===== src/rtl/sweep_pkg.sv =====
// Shared types for the sweep checker: FSM encoding, golden op codes and the
// stage-1 vector payload.
package sweep_pkg;

  localparam int unsigned DATA_W = 4;
  localparam int unsigned CNT_W  = 9;
  localparam int unsigned PAIRS  = 256;

  typedef enum logic [1:0] {
    IDLE = 2'd0,
    RUN  = 2'd1,
    DONE = 2'd2
  } state_t;

  typedef enum logic [1:0] {
    OP_ADD = 2'd0,
    OP_SUB = 2'd1,
    OP_AND = 2'd2,
    OP_XOR = 2'd3
  } op_t;

  typedef struct packed {
    logic [DATA_W-1:0] a;
    logic [DATA_W-1:0] b;
    logic [DATA_W-1:0] o;
    op_t               op;
  } vec_t;

endpackage


===== src/rtl/golden_alu.sv =====
// Reference model of the design under check; 4-bit results, carry/borrow dropped.
module golden_alu
  import sweep_pkg::*;
(
  input  op_t               op,
  input  logic [DATA_W-1:0] a,
  input  logic [DATA_W-1:0] b,
  output logic [DATA_W-1:0] expected_c
);

  always_comb begin
    expected_c = '0;
    case (op)
      OP_ADD: expected_c = a + b;
      OP_SUB: expected_c = a - b;
      OP_AND: expected_c = a & b;
      OP_XOR: expected_c = a ^ b;
    endcase
  end

endmodule


===== config.mk =====
export PLATFORM = sky130hd
export DESIGN_NAME = golden_alu
export DESIGN_NICKNAME = d
export VERILOG_FILES = /design/src/rtl/sweep_pkg.sv /design/src/rtl/golden_alu.sv
export SDC_FILE = /design/constraint.sdc
export NUM_CORES = 1
export LEC_CHECK = 0
export CORE_AREA = 2 2 39 41
export DETAILED_ROUTE_END_ITERATION = 7
export DIE_AREA = 0 0 41 43
export GPL_TIMING_DRIVEN = 0
export SLEW_MARGIN = 20
export SYNTH_ARGS = -nofsm -noshare
export SYNTH_HDL_FRONTEND = slang
export SYNTH_SLANG_ARGS = --single-unit

===== constraint.sdc =====
create_clock -name vclk -period 5.5
set_input_delay 0.55 -clock vclk [all_inputs]
set_output_delay 0.55 -clock vclk [all_outputs]
set_load 0.02 [all_outputs]

==> impl_metrics.py <==
metrics = {
    "worst_setup_path": {
        "cp_slowest_cell": "clkdlybuf4s50_1",
        "cpMostUsedCell": "clkdlybuf4s50_1",
        "cp_cell_sequence": "clkdlybuf4s50_1 > nor2b_4 > mux2i_1 > ha_1 > nor2b_1 > o21a_1 > a2111oi_2 > nand3b_1 > clkdlybuf4s50_1",
        "crit_required_ns": 4.95,
        "critPathBufInv": 2,
        "cpLargestDelayFamily": "buffers and inverters",
        "start_kind": "input port",
        "worst_setup_path_end_kind": "primary output",
        "critPathKind": "input port to primary output",
        "arrival_ns": 3.36,
        "worstPathMaxFanout": 6,
        "crit_path_max_incr_delay_ns": 0.61,
    },
    "clock_tree": {
        "cts_setup_buffers": 0,
        "postCtsHoldBufs": 0,
        "cts_resized": 0,
    },
    "pwr": {
        "seq_power_share_pct": 0,
        "p_switching_uw": 24.6,
        "pwr-share-clk_pct": 0,
        "p_leak_uw": 0.000214,
        "sw_frac_of_total_pct": 46.7,
        "combPwrFrac_pct": 100.0,
        "vdd_ir_drop_max_v": 0.0000321,
        "powerDensity_nw_per_um2": 109,
        "internal-power_uw": 28.0,
    },
    "grt": {
        "grt_use_total_pct": 8.01,
        "grt-ovfl-total": 0,
        "grtUsageMet1_pct": 12.4,
        "grt_pass1_vias": 252,
        "grt.busiest_layer": "met2",
        "grt_pass1_wl_mm": 1.04,
        "antenna_found_initial": 0,
        "grt_start_max_net_pins": 10,
        "grtUsageMet2_pct": 12.8,
        "met3_usage_pct": 0,
    },
    "run_status": {
        "outcome": "finished, final reports clean",
    },
    "timing": {
        "rsz0062_at_grt": "false",
        "drv_slew": 0,
        "finalCritPeriodShare_pct": 71.1,
        "final_hold_viol_count": 0,
        "fmax_ghz": 0.256,
        "worst_pin_slew_ns": 0.321,
        "period_needed_ns": 3.91,
        "final.setup.tns_ns": 0,
        "slew_headroom_pct": 78.4,
        "setup_viol_count_final": 0,
    },
    "routing": {
        "post_drt_wl_per_cell_microns": 9.16,
        "avgViaCountPerCell": 4.42,
        "drt_iter0_drc": 2,
        "dr.pass1.iters": 2,
        "via_count": 305,
        "drt_wl_total_microns": 632,
        "drc": 0,
        "postRouteAntennaNets": 0,
    },
    "final_layout": {
        "nNetsFinal": 74,
        "clkbuf_count": 0,
        "flops_and_latches": 0,
        "drive_gt1_share_pct": 7.55,
        "multi_input_area_sq_um": 308,
        "diodes": 0,
        "area_growth_pct": 44.9,
        "final_cells": 69,
        "nFillCells": 160,
        "seq_area_sq_um": 0,
        "finish.utilization_pct": 35.0,
    },
    "logic_synthesis": {
        "synth_nets": 59,
        "ys_types": 21,
        "yosys_warnings": 0,
        "ys_seq_area_share_pct": 0,
        "syn-cell-area_sq_um": 334,
        "synthCells": 40,
        "synth.avg_cell_area_sq_um": 8.35,
    },
    "floorplan": {
        "die_area_sq_um": 1760,
        "initial_core_util_pct": 24.1,
        "fp.coreArea_sq_um": 1380,
        "io_pins": 14,
        "die_h_microns": 43,
        "fp-row-count": 14,
        "fp.dieW_microns": 41,
    },
    "placed_design": {
        "numPortBuffers": 13,
        "dp_hpwl_microns": 564,
        "globalplace.congestion": 0.767,
        "numPlacedInstances": 69,
    },
    "min_path": {
        "hold_path_class": "input port to primary output",
    },
    "flow_run": {
        "maxCapViolations": 0,
    },
}
## kinds of logic (layout without fill, tap and decap cells)
logic type               count (synthesis)  count (layout)  share of synthesized area, %
multiplexers                             3               3                          8.99
AO/OA/AOI/OAI                            8               8                          17.6
XOR/XNOR                                 3               3                          7.87
AND/OR/NAND/NOR                         11              11                          21.7
buffers and inverters                    6              19                          7.87
adder cells (fa/ha/maj)                  9               9                          36.0
## worst paths after layout
check	from	slack, ns	endpoint	depth (start not counted)
worst max-delay path	op[0]	1.59	expected_c[3]	9
worst min-delay path	op[1]	1.86	expected_c[1]	3
## Yosys cell counts (2+ instances only)
cell     n  area (sq um)
ha_1     8           100
inv_1    5          18.8
nor2_1   4          15.0
a21oi_1  3          15.0
mux2i_1  3          30.0
xnor2_1  2          17.5
## per-stage QoR
step           hold WS, ns  cell area (sq um)  total power, uW  setup slack, ns
3_5_place_dp          1.86                484             53.0             1.58
5_1_grt               1.89                484             58.1             1.36
4_1_cts               1.86                484             53.4             1.57
2_1_floorplan         1.33                334             31.2             2.73
3_3_place_gp          1.86                484             52.3             1.61
6_report              1.86                484             52.6             1.59
## power groups by stage
stage               combinational, uW  clock, uW  sequential, uW
CTS                              53.4          0               0
floorplan                        31.2          0               0
detailed placement               53.0          0               0
global route                     58.1          0               0
global placement                 52.3          0               0
finish                           52.6          0               0
## cells in the final DEF (no fill, tap or decap), drive strengths merged, types with 2 or more instances in the layout
master	n
inv	5
nor2	4
xnor2	2
mux2i	3
clkdlybuf4s50	13
nor2b	2
ha	8
a21oi	3
## worst min-delay path: cells and delay by family
family          cells  cell delay (ns)
buf+inv             2             0.68
compound gates      1             0.08
## metal layers
layer,up-vias,routed length [microns]
met5,-,0
met4,0,0
met3,0,20
met2,5,320
met1,133,291
li1,167,-
## area by class of cell
cell class	count	share of cell area, %
Multi-Input combinational cell	34	63.6
Tap cell	16	4.13
Inverter	5	3.88
Buffer	1	1.55
Timing Repair Buffer	13	26.9
Note: power is estimated with default switching activity, not from simulation.
